--- config.mk ---
export PLATFORM = sky130hd
export DESIGN_NAME = pipeline_hazard_ctrl
export DESIGN_NICKNAME = d
export VERILOG_FILES = /design/src/rtl/pipeline_hazard_ctrl.sv
export SDC_FILE = /design/constraint.sdc
export NUM_CORES = 1
export LEC_CHECK = 0
export BUFFER_PORTS_ARGS = -buffer_cell sky130_fd_sc_hd__buf_2
export CAP_MARGIN = 40
export CORE_MARGIN = 2
export CORE_UTILIZATION = 55
export DETAILED_ROUTE_END_ITERATION = 7
export PLACE_DENSITY = 0.9
export SLEW_MARGIN = 40
export SYNTH_ARGS = -nofsm -noshare
export SYNTH_HDL_FRONTEND = slang
export SYNTH_SLANG_ARGS = --single-unit
--- constraint.sdc ---
create_clock -name clk -period 5.5 [get_ports clk]
set_input_delay 0.275 -clock clk [delete_from_list [all_inputs] [get_ports clk]]
set_output_delay 0.275 -clock clk [all_outputs]
set_load 0.1 [all_outputs]
--- src/rtl/pipeline_hazard_ctrl.sv ---
`default_nettype none
// +----------------------------------------------------------------------------+
// | pipeline_hazard_ctrl: stall/flush sequencer for load-use, multi-cycle       |
// | multiply, taken-branch squash and debug halt/drain; counts stall cycles.   |
// | Revision: 1.0                                                              |
// +----------------------------------------------------------------------------+
module pipeline_hazard_ctrl #(
  parameter int unsigned MUL_LAT      = 4,
  parameter int unsigned DRAIN_CYCLES = 3,
  parameter logic [4:0]  ZERO_REG     = 5'd31
) (
  input  logic        clk,
  input  logic        rst_n,
  input  logic [4:0]  id_rn,
  input  logic [4:0]  id_rm,
  input  logic        id_uses_rn,
  input  logic        id_uses_rm,
  input  logic        ex_mem_read,
  input  logic [4:0]  ex_rd,
  input  logic        ex_mul,
  input  logic        ex_branch_taken,
  input  logic        halt_req,
  output logic        pc_write,
  output logic        if_id_write,
  output logic        if_id_flush,
  output logic        id_ex_bubble,
  output logic        id_ex_hold,
  output logic        ex_mem_bubble,
  output logic        halted,
  output logic [15:0] stall_cycles
);

  typedef enum logic [1:0] {
    RUN      = 2'd0,
    MUL_BUSY = 2'd1,
    DRAIN    = 2'd2,
    HALTED   = 2'd3
  } state_t;

  localparam bit         MUL_STALLS   = (MUL_LAT > 1);
  localparam logic [3:0] MUL_CNT_INIT = MUL_STALLS ? 4'(MUL_LAT - 2) : 4'd0;
  localparam logic [3:0] DRAIN_INIT   = 4'(DRAIN_CYCLES - 1);

  state_t      state_q, state_d;
  logic [3:0]  cnt_q, cnt_d;
  logic [15:0] stall_q, stall_d;

  logic load_use;
  logic pc_write_c, if_id_write_c, if_id_flush_c, id_ex_bubble_c;
  logic id_ex_hold_c, ex_mem_bubble_c, halted_c;

  assign load_use = ex_mem_read && (ex_rd != ZERO_REG) &&
                    ((id_uses_rn && (id_rn == ex_rd)) ||
                     (id_uses_rm && (id_rm == ex_rd)));

  always_comb begin
    state_d         = state_q;
    cnt_d           = cnt_q;
    pc_write_c      = 1'b1;
    if_id_write_c   = 1'b1;
    if_id_flush_c   = 1'b0;
    id_ex_bubble_c  = 1'b0;
    id_ex_hold_c    = 1'b0;
    ex_mem_bubble_c = 1'b0;
    halted_c        = 1'b0;

    case (state_q)
      RUN: begin
        if (ex_branch_taken) begin
          if_id_flush_c  = 1'b1;
          id_ex_bubble_c = 1'b1;
        end else if (ex_mul && MUL_STALLS) begin
          pc_write_c      = 1'b0;
          if_id_write_c   = 1'b0;
          id_ex_hold_c    = 1'b1;
          ex_mem_bubble_c = 1'b1;
          cnt_d           = MUL_CNT_INIT;
          state_d         = MUL_BUSY;
        end else if (halt_req) begin
          pc_write_c     = 1'b0;
          if_id_write_c  = 1'b0;
          id_ex_bubble_c = 1'b1;
          cnt_d          = DRAIN_INIT;
          state_d        = DRAIN;
        end else if (load_use) begin
          pc_write_c     = 1'b0;
          if_id_write_c  = 1'b0;
          id_ex_bubble_c = 1'b1;
        end
      end

      MUL_BUSY: begin
        if (cnt_q != 4'd0) begin
          pc_write_c      = 1'b0;
          if_id_write_c   = 1'b0;
          id_ex_hold_c    = 1'b1;
          ex_mem_bubble_c = 1'b1;
          cnt_d           = cnt_q - 4'd1;
        end else begin
          // Result leaves EX this cycle; the still-asserted ex_mul must not re-trigger.
          state_d = RUN;
          if (ex_branch_taken) begin
            if_id_flush_c  = 1'b1;
            id_ex_bubble_c = 1'b1;
          end else if (load_use) begin
            pc_write_c     = 1'b0;
            if_id_write_c  = 1'b0;
            id_ex_bubble_c = 1'b1;
          end
        end
      end

      DRAIN: begin
        pc_write_c     = 1'b0;
        if_id_write_c  = 1'b0;
        id_ex_bubble_c = 1'b1;
        if (cnt_q != 4'd0) cnt_d = cnt_q - 4'd1;
        else               state_d = HALTED;
      end

      HALTED: begin
        halted_c       = 1'b1;
        pc_write_c     = 1'b0;
        if_id_write_c  = 1'b0;
        id_ex_bubble_c = 1'b1;
        if (!halt_req) state_d = RUN;
      end

      default: state_d = RUN;
    endcase
  end

  always_comb begin
    stall_d = stall_q;
    if (!pc_write_c && (state_q != HALTED) && (stall_q != 16'hFFFF))
      stall_d = stall_q + 16'd1;
  end

  always_ff @(posedge clk or negedge rst_n) begin
    if (!rst_n) begin
      state_q <= RUN;
      cnt_q   <= 4'd0;
      stall_q <= 16'd0;
    end else begin
      state_q <= state_d;
      cnt_q   <= cnt_d;
      stall_q <= stall_d;
    end
  end

  // Reset overrides the Mealy outputs immediately, without waiting for an edge.
  assign pc_write      = rst_n & pc_write_c;
  assign if_id_write   = rst_n & if_id_write_c;
  assign if_id_flush   = rst_n & if_id_flush_c;
  assign id_ex_bubble  = ~rst_n | id_ex_bubble_c;
  assign id_ex_hold    = rst_n & id_ex_hold_c;
  assign ex_mem_bubble = rst_n & ex_mem_bubble_c;
  assign halted        = rst_n & halted_c;
  assign stall_cycles  = stall_q;

endmodule
`default_nettype wire

== Word-level counts from Yosys, hierarchy flattened ==
Index checks and enable logic that the tools add are counted.
W data, S select, Z words.

* Register bits: 22
* Input bits: 23

* Bitwise gates (word level): 6
* Reductions and logical operators: 15
* Equal/unequal tests: 14
* Add/sub/neg operators: 2
* Mux-type cells: 34

{| class="wikitable"
|+ Operators by type and width
! cell !! number
|-
| $mux W1 || 18
|-
| $add A16 B1 Y16 const B || 1
|-
| $mux W4 || 4
|-
| $ne A16 B16 Y1 const B || 1
|-
| $mux W2 || 6
|-
| $eq A5 B5 Y1 || 2
|-
| $ne A2 B2 Y1 const B || 5
|-
| $pmux W2 S4 || 1
|-
| $pmux W4 S2 || 1
|-
| $logic_and A1 B1 Y1 || 6
|-
| $pmux W1 S3 || 2
|-
| $ne A5 B5 Y1 const B || 1
|-
| $reduce_and A5 Y1 || 1
|-
| $and A1 B1 Y1 || 4
|-
| $eq A2 B2 Y1 const B || 2
|-
| $pmux W1 S2 || 2
|-
| $reduce_and A4 Y1 || 1
|-
| $reduce_bool A4 Y1 || 1
|-
| $reduce_or A2 Y1 || 2
|-
| $sub A4 B1 Y4 const B || 1
|-
| $ne A3 B3 Y1 const B || 1
|-
| $eq A2 B1 Y1 const B || 1
|-
| $logic_not A2 Y1 || 1
|-
| $ne A2 B1 Y1 const B || 1
|-
| other kinds (5) || 5
|}

== Longest topological paths before layout ==
Gate-level depths: netlist (run 1).

* Depth in word-level cells: 12
* Mapped depth: 8
* Gate-level depth less buffers: 8

== Worst setup path after synthesis (run 1) ==
Ideal clock, no wire load.

* Path type: register to output
* Start: register state_q[1]
* End: output pc_write
* Cell stages (with the launch flop): 8
* Required time: 5.225 ns
* Arrival: 2.986 ns
* Path slack: 2.239 ns
* Buffers on the path: 1
* Cells stage by stage: dfrtp_1 inv_1 ha_1 nor4bb_1 or2_2 nand2_1 nor2_1 buf_4

* Word-level cells in the longest chain between the ends: 4
* Elaborated cells between the ends (all ways): 7

{| class="wikitable"
|+ Ends and longest elaborated chain
! item !! line !! RTL
|-
| from (decl) || 44 || <nowiki>state_t state_q, state_d;</nowiki>
|-
| from (signal assigned) || 145 || <nowiki>state_q <= state_d;</nowiki>
|-
| $eq A2 B2 Y1 || - ||
|-
| $reduce_or A2 Y1 (no source line) || - ||
|-
| $pmux W1 S3 * || - ||
|-
| $and A1 B1 Y1 * || - ||
|-
| to (decl) || 23 || <nowiki>output logic pc_write,</nowiki>
|}

Mark *: on every way between the ends. The rest lies on a longest branch, timed or not.

== Worst setup path in the final report (run 1) ==
* Start: register state_q[1]
* End: output if_id_write

* Word-level cells in the longest chain between the ends: 4
* Elaborated cells between the ends (all ways): 7

{| class="wikitable"
|+ Ends and longest elaborated chain
! item !! line !! RTL
|-
| $eq A2 B2 Y1 || 67 || <nowiki>case (state_q)</nowiki>
|-
| $reduce_or A2 Y1 (no source line) || - ||
|-
| $pmux W1 S3 * || 67 ||
|-
| $and A1 B1 Y1 * || 153 || <nowiki>assign if_id_write = rst_n & if_id_write_c;</nowiki>
|-
| to (decl) || 24 || <nowiki>output logic if_id_write,</nowiki>
|}

Marks and branches as above.

==> results of run 1 <==
[what timing repair did]
item                      4_1_cts  5_1_grt
hold buffers                    1        0
setup buffers                   0        0
hold endpoints to repair       22        0
[per-layer routing]
metal / up-vias / share of wire / global-route usage
met4: 0 / 0.0042 / 0.0612
met2: 38 / 0.51 / 0.398
met3: 2 / 0.046 / 0.0392
li1: 664 / - / -
met1: 631 / 0.44 / 0.293
met5: - / 0 / 0
[logic make-up (layout without fill, tap and decap cells)]
group / after synthesis / after routing / share of synthesized area
simple gates: 66 / 66 / 0.248
compound gates: 30 / 30 / 0.147
xor+xnor: 22 / 22 / 0.128
flops: 22 / 22 / 0.365
buf+inv: 11 / 58 / 0.0323
fa+ha+maj: 6 / 6 / 0.0497
mux: 4 / 4 / 0.0307
[worst max-delay path by stage]
stage | startpoint | endpoint | slack, ns | cells after the start
floorplan | state_q[1] | pc_write | 2.24 | 7
detailed placement | ex_rd[2] | id_ex_bubble | 3.22 | 8
global placement | state_q[1] | stall_cycles[14] | 3.27 | 8
global route | state_q[1] | if_id_write | 2.75 | 7
CTS | state_q[1] | if_id_write | 2.91 | 7
finish | state_q[1] | if_id_write | 2.91 | 7
[power by group]
group          switching, W  internal [W]
registers         0.0000570      0.000211
clock network     0.0000508     0.0000737
logic              0.000540      0.000207
[synth_stat cells (2+ instances only)]
cell type	n
and2_1	3
a21oi_1	4
nand4_1	7
o21ai_0	8
or2_2	2
xor2_1	3
o211ai_1	2
xnor2_1	19
ha_1	6
nor2b_1	2
nor3_1	3
and3_2	2
a22o_1	2
and3_1	3
inv_1	8
buf_4	2
a31oi_1	2
nand2_1	16
nor2_1	10
mux2i_1	2
nand3_1	7
a21oi_2	2
nand2b_1	3
dfrtp_1	22
[critical path, stage by stage, from the launching register on]
cell and delay [ns]:
dfrtp_1 0.42, inv_1 0.09, ha_1 0.18, nor4bb_1 0.48, or2_2 0.20, nand2_1 0.05, nor2_1 0.14, buf_2 0.44
[state kept, by name (all words and copies together), names as in the netlist]
signal and flops:
cnt_q 4, state_q 2, stall_cycles 16
[per-stage QoR]
step | hold WS, ns | util | std cells | cell area [sq um] | power, W
floorplan | -0.0206 | - | 161 | 1510 | 0.000894
global placement | 0.289 | 0.653 | 234 | 1760 | 0.00100
detailed placement | 0.290 | 0.653 | 234 | 1760 | 0.00102
CTS | 0.298 | 0.677 | 239 | 1820 | 0.00114
global route | 0.322 | 0.677 | 239 | 1820 | 0.00121
finish | 0.304 | 0.677 | 239 | 1820 | 0.00114
[layout make-up]
cell class | count | area (sq um) | area share
Clock buffer | 3 | 22.5 | 0.0124
Clock inverter | 1 | 30.0 | 0.0165
Inverter | 8 | 30.0 | 0.0165
Sequential cell | 22 | 551 | 0.303
Multi-Input combinational cell | 128 | 911 | 0.501
Timing Repair Buffer | 46 | 235 | 0.129
Tap cell | 31 | 38.8 | 0.0213
==> impl_metrics.json, run 1 <==
{
  "ant_nets": 0,
  "vias": 1335,
  "nFillCells": 227,
  "coreArea_sq_um": 2690,
  "antenna_found_initial": 0,
  "post-route-period-util": 0.470,
  "finalWirelength_mm": 3.34,
  "cap_viol_max_count": 0,
  "p_leak_nw": 0.892,
  "synth_top_area_share": 0.365,
  "setup_viol": 0,
  "grt_pass1_vias": 1329,
  "chipWidth_um": 56.4,
  "place_hpwl_mm": 2.52,
  "grt_max_degree": 28,
  "port-buffer-count": 45,
  "cp.arrival_ns": 2.31,
  "syn_inst": 161,
  "die-height_um": 56.4,
  "start_util": 0.562,
  "area_growth_pct": 20.4,
  "whs_endpoint": "state_q[0]",
  "final_cell_mix": "45 x buf_2, 22 x dfrtp_1, 19 x xnor2_1",
  "vdd_drop_max_mv": 0.624,
  "cts.path.max_buffers": 2,
  "fin_ws_ns": 2.91,
  "drive_gt1_frac": 0.317,
  "cts_root_buf": "clkbuf_4",
  "rows": 19,
  "min_period_ns": 2.59,
  "die_area_sq_um": 3180,
  "synthesis.area_sq_um": 1510,
  "clk_pin_slew_worst_paths_ns": 0.12,
  "nNetsFinal": 238,
  "rsz0062_at_grt": "false",
  "r2r-end": "stall_cycles[14]",
  "cts_tree": "yes",
  "place.gp.congestion": 0.809,
  "path_max_fanout": 3,
  "post_drt_via_cell_ratio": 5.59,
  "p_per_area_nw_per_um2": 627,
  "grt-ovfl-total": 0,
  "synth_area_per_cell_sq_um": 9.38,
  "drt-initial-drc-count": 47,
  "crit_required_ns": 5.22,
  "status": "finished clean",
  "synth.area.top_cells": "dfrtp_1 36%, xnor2_1 11%, ha_1 5.0%, nand2_1 4.0%, nand4_1 2.9%",
  "cts_made_buffers": 3,
  "min-delay-start": "ex_mul",
  "wl_per_cell_um": 14.0,
  "grt_use_total": 0.229,
  "synthArstFlopShare": 1.00,
  "synth_nets": 190,
  "synth_area_leader_cell": "dfrtp_1",
  "yosysWarnings": 0,
  "cp-start-kind": "flip-flop",
  "mostFrequentLayoutCell": "buf_2",
  "ys_seq_area_frac": 0.365,
  "r2r_cells": 8,
  "grt_pass1_wl_mm": 5.80,
  "place_ws_ns": 3.22,
  "critical_path_class": "flip-flop to primary output",
  "slew_headroom": 0.635,
  "cts_resized": 0,
  "ys_ff_latch": 22,
  "r2r_slack_ns": 3.23,
  "n_antenna_cell": 0,
  "yosysUniqueCellTypes": 45,
  "drc_errors": 0,
  "firstDrtPassIters": 4,
  "clock.fmax_ghz": 0.387,
  "hold_violations": 0,
  "finalClockSkew_ns": 0.00690,
  "clock_sinks": 22,
  "pin_count": 46,
  "final-max-slew-violation-count": 0,
  "cp-end-kind": "primary output",
  "hold_path.class": "primary input to flip-flop",
  "r2r_start": "state_q[1]",
  "synthFlopType": "dfrtp_1",
  "tns_ns": 0,
  "hold_path_depth": 3,
  "synth_edf_count": 0,
  "tightest_slew_ns": 0.547,
  "clk_latency_ns": 0.31,
  "cts_max_level": 1
}
No activity file was read; power rests on OpenSTA's default activity.
==> inputs of run 2 (changes only) <==
- CORE_UTILIZATION: 55 -> 51
- PLACE_DENSITY: 0.9 -> 0.84
- clock period: 5.5 -> 2.51 ns (I/O delays scaled with it)
==> impl_metrics.json, run 2 (synthesis gave the netlist of run 1 again) <==
{
  "clk_pin_slew_worst_paths_ns": 0.12,
  "final_cell_mix": "45 x buf_2, 20 x dfrtp_1, 19 x xnor2_1",
  "cts_root_buf": "clkbuf_4",
  "final-max-slew-violation-count": 0,
  "vdd_drop_max_mv": 1.41,
  "place_hpwl_mm": 2.50,
  "cts_max_level": 1,
  "path_max_fanout": 3,
  "port-buffer-count": 45,
  "grtUsageMet3": 0.0154,
  "grt-ovfl-total": 0,
  "chipWidth_um": 58.4,
  "finalClockSkew_ns": 0.00550,
  "finalPower_w": 0.00250,
  "cp.arrival_ns": 2.27,
  "cap_viol_max_count": 0,
  "multiInputGateArea_sq_um": 918,
  "coreArea_sq_um": 2780,
  "wl_per_cell_um": 13.2,
  "min_period_ns": 2.39,
  "finalWirelength_mm": 3.18,
  "clk_latency_ns": 0.30,
  "cp-end-kind": "primary output",
  "die-height_um": 58.4,
  "drive_gt1_frac": 0.335,
  "hold_violations": 0,
  "area_growth_pct": 21.5,
  "grt-busiest-layer": "met2",
  "grt_util_met1": 0.266,
  "crit_path_cell_trace": "inv_1 > ha_1 > nor4bb_1 > or2_2 > nand2_1 > nor2_4 > buf_2",
  "die_area_sq_um": 3410,
  "cts_tree": "yes",
  "slew_headroom": 0.671,
  "vias": 1367,
  "post-place-cells": 235,
  "hold_path_depth": 3,
  "p_leak_nw": 0.896,
  "clock_sinks": 22,
  "tightest_slew_ns": 0.488,
  "mostFrequentLayoutCell": "buf_2",
  "hold_path.class": "primary input to flip-flop",
  "cts_setup_buffers": 0,
  "antenna_found_initial": 0,
  "grt_max_degree": 24,
  "regArea_sq_um": 553,
  "grt_use_total": 0.199,
  "ant_nets": 0,
  "rows": 19,
  "status": "finished clean",
  "drc_errors": 0,
  "hold_buffers": 1,
  "cts_resized": 0,
  "setup_viol": 0,
  "slowest_delay_ns": 0.45,
  "fin_cells": 240,
  "r2r_cells": 8,
  "nFillCells": 230,
  "crit_required_ns": 2.38,
  "firstDrtPassIters": 4,
  "pin_count": 46,
  "critical_path.slowest_cell": "nor4bb_1",
  "holdWs_ns": 0.171,
  "critical_path_class": "flip-flop to primary output",
  "place.gp.congestion": 0.829,
  "grt_pass1_wl_mm": 5.36,
  "grt_pass1_vias": 1242,
  "largest_reg_flops": 16,
  "n_antenna_cell": 0,
  "post-route-period-util": 0.954,
  "fin_ws_ns": 0.117,
  "cp-start-kind": "flip-flop",
  "cts_made_buffers": 3,
  "tns_ns": 0,
  "cts.path.max_buffers": 2,
  "start_util": 0.543,
  "p_per_area_nw_per_um2": 1360,
  "post_drt_via_cell_ratio": 5.70,
  "place_ws_ns": 0.328,
  "rsz0062_at_grt": "false",
  "grt_util_met2": 0.339,
  "nNetsFinal": 239,
  "drt-initial-drc-count": 58,
  "clock.fmax_ghz": 0.418
}
-- run 2: worst max-delay path, delay by kind of cell, from the launching register on --
family | cells | cell delay, ns
flip-flops | 1 | 0.42
AND/OR/NAND/NOR | 4 | 0.83
buffers and inverters | 2 | 0.52
adder cells (fa/ha/maj) | 1 | 0.18
-- run 2: final cells by class --
class / count / share of cell area
flip-flops and latches: 22 / 0.301
clock buffers: 3 / 0.0123
well taps: 31 / 0.0211
repair buffers: 47 / 0.132
multi-input cells: 128 / 0.500
inverters: 8 / 0.0164
clock inverters: 1 / 0.0164
-- run 2: per-layer routing --
metal	vias up	part of all wire
li1	669	-
met3	8	0.043
met2	36	0.47
met5	-	0
met4	0	0.017
met1	654	0.47
-- run 2: power breakdown --
group	switching [W]	internal, W	total, W
clock	0.000103	0.000161	0.000264
sequential	0.000126	0.000466	0.000592
combinational	0.00119	0.000458	0.00165
total	0.00142	0.00109	0.00250
-- run 2: final timing paths --
| kind | from | to | slack, ns |
|---|---|---|---|
| max | state_q[1] | pc_write | 0.12 |
| min | ex_mul | state_q[0] | 0.17 |
| max reg2reg | state_q[1] | stall_cycles[14] | 0.27 |
| min reg2reg | stall_cycles[11] | stall_cycles[11] | 0.51 |
| max in group asynchronous | rst_n | stall_cycles[1] | 1.91 |
| min in group asynchronous | rst_n | state_q[1] | 0.36 |
-- run 2: per-stage QoR --
step                      utilization  cell area [sq um]
final                           0.660               1840
after global routing            0.660               1840
after CTS                       0.660               1840
after detailed placement        0.637               1770
after global placement          0.637               1770
after floorplan                     -               1520
==> inputs of run 3 (changes only) <==
==> constraint.sdc (replaced) <==
create_clock -name clk -period 2.51 [get_ports clk]
set_input_delay 0.3765 -clock clk [delete_from_list [all_inputs] [get_ports clk]]
set_output_delay 0.3765 -clock clk [all_outputs]
set_load 0.1 [all_outputs]
==> impl_metrics.json, run 3 (synthesis gave the netlist of run 1 again) <==
{
  "status": "finished clean",
  "grt_pass1_wl_mm": 5.29,
  "slowest_delay_ns": 0.42,
  "critical_path_class": "flip-flop to primary output",
  "cts_root_buf": "clkbuf_4",
  "seq_power_share": 0.226,
  "grt_max_degree": 23,
  "finalClockSkew_ns": 0.0150,
  "rows": 19,
  "hold_path.class": "primary input to async pin",
  "cp-end-kind": "primary output",
  "finalWirelength_mm": 3.15,
  "chipWidth_um": 58.4,
  "clk_pin_slew_worst_paths_ns": 0.13,
  "place.gp.congestion": 0.816,
  "final_cell_mix": "39 x buf_2, 20 x dfrtp_1, 19 x xnor2_1",
  "drive_gt1_frac": 0.356,
  "cp_top_family": "simple AND/OR/NAND/NOR gates",
  "drt-initial-drc-count": 28,
  "vdd_drop_max_mv": 1.53,
  "postLayoutCellArea_sq_um": 1910,
  "nNetsFinal": 238,
  "clockPowerShare": 0.103,
  "n_antenna_cell": 0,
  "final-max-slew-violation-count": 0,
  "cp-start-kind": "flip-flop",
  "min_period_ns": 2.40,
  "cap_viol_max_count": 0,
  "power.switching_w": 0.00145,
  "grt_use_total": 0.199,
  "power_frac_comb": 0.670,
  "cts_tree": "yes",
  "grt-ovfl-total": 0,
  "clk_latency_ns": 0.32,
  "fin_ws_ns": 0.112,
  "hold_violations": 0,
  "holdWs_ns": 0.0597,
  "utilization": 0.687,
  "p_leak_nw": 0.912,
  "netSwitchingFraction": 0.550,
  "cts_setup_buffers": 0,
  "clock.fmax_ghz": 0.417,
  "largest_reg_flops": 16,
  "wl_per_cell_um": 13.2,
  "ant_nets": 0,
  "post_drt_via_cell_ratio": 5.62,
  "rsz0062_at_grt": "true",
  "crit_path_cell_trace": "inv_1 > ha_2 > or3b_4 > nand2_1 > o21ai_0 > and2_2 > buf_4",
  "die_area_sq_um": 3410,
  "drc_errors": 0,
  "cts.path.max_buffers": 2,
  "pin_count": 46,
  "cts_made_buffers": 3,
  "critPathBufInv": 2,
  "critical_path.slowest_cell": "dfrtp_1",
  "coreArea_sq_um": 2780,
  "grt_pass1_vias": 1232,
  "place_ws_ns": 0.223,
  "setup_viol": 0,
  "start_util": 0.543,
  "cp.arrival_ns": 2.02,
  "antenna_found_initial": 0,
  "postPlaceCellArea_sq_um": 1830,
  "cts_resized": 1,
  "mostFrequentLayoutCell": "buf_2",
  "tightest_slew_ns": 0.474,
  "post-route-period-util": 0.955,
  "die-height_um": 58.4,
  "crit_required_ns": 2.13,
  "p_per_area_nw_per_um2": 1380,
  "cts_max_level": 1,
  "port-buffer-count": 45,
  "firstDrtPassIters": 4,
  "p_int_w": 0.00119,
  "area_growth_pct": 26.6,
  "clock_sinks": 22,
  "place_hpwl_mm": 2.46,
  "vias": 1342,
  "path_max_fanout": 6,
  "slew_headroom": 0.681,
  "hold_buffers": 0
}
==> run 3: cell count changes in the layout (fill, tap and decap cells not counted), sizes merged <==
| cell | before | now |
|---|---|---|
| dlygate4sd3 | 1 | 0 |
==> run 3: path summary, 6_finish.rpt <==
kind	from	end	slack (ns)	cells past startpoint
max	cnt_q[0]	ex_mem_bubble	0.11	7
min	rst_n	cnt_q[0]	0.06	2
max reg2reg	state_q[1]	stall_cycles[1]	0.32	7
min reg2reg	stall_cycles[0]	stall_cycles[0]	0.52	1
max in group asynchronous	rst_n	stall_cycles[0]	2.20	2
min in group clk	ex_mul	state_q[0]	0.40	3
==> run 3: power groups by stage <==
| stage | Sequential, W | Combinational [W] | Clock (W) |
|---|---|---|---|
| after detailed placement | 0.000593 | 0.00173 | 0 |
| after CTS | 0.000589 | 0.00174 | 0.000278 |
| after floorplan | 0.000980 | 0.000993 | 0 |
| after global routing | 0.000616 | 0.00188 | 0.000288 |
| after global placement | 0.000590 | 0.00171 | 0 |
| final | 0.000597 | 0.00177 | 0.000273 |
==> run 3: per-stage QoR <==
step,power [W],TNS [ns],cells
after floorplan,0.00197,-0.0173,161
after global placement,0.00230,0,235
after detailed placement,0.00233,0,235
after CTS,0.00261,0,239
after global routing,0.00278,-0.0346,239
final,0.00264,0,239
==> run 3: area by class of cell <==
type | instances | area, sq um
inverters | 8 | 30.0
flip-flops and latches | 22 | 553
multi-input cells | 128 | 940
well taps | 31 | 38.8
clock buffers | 3 | 22.5
clock inverters | 1 | 30.0
fillers | 219 | 870
repair buffers | 46 | 298
==> run 3: routing by layer <==
layer / vias to the layer above / global-route usage / part of all wire
met4: 0 / 0.0698 / 0.015
li1: 664 / - / -
met3: 5 / 0.0132 / 0.038
met2: 41 / 0.355 / 0.50
met1: 632 / 0.253 / 0.45
met5: - / 0 / 0
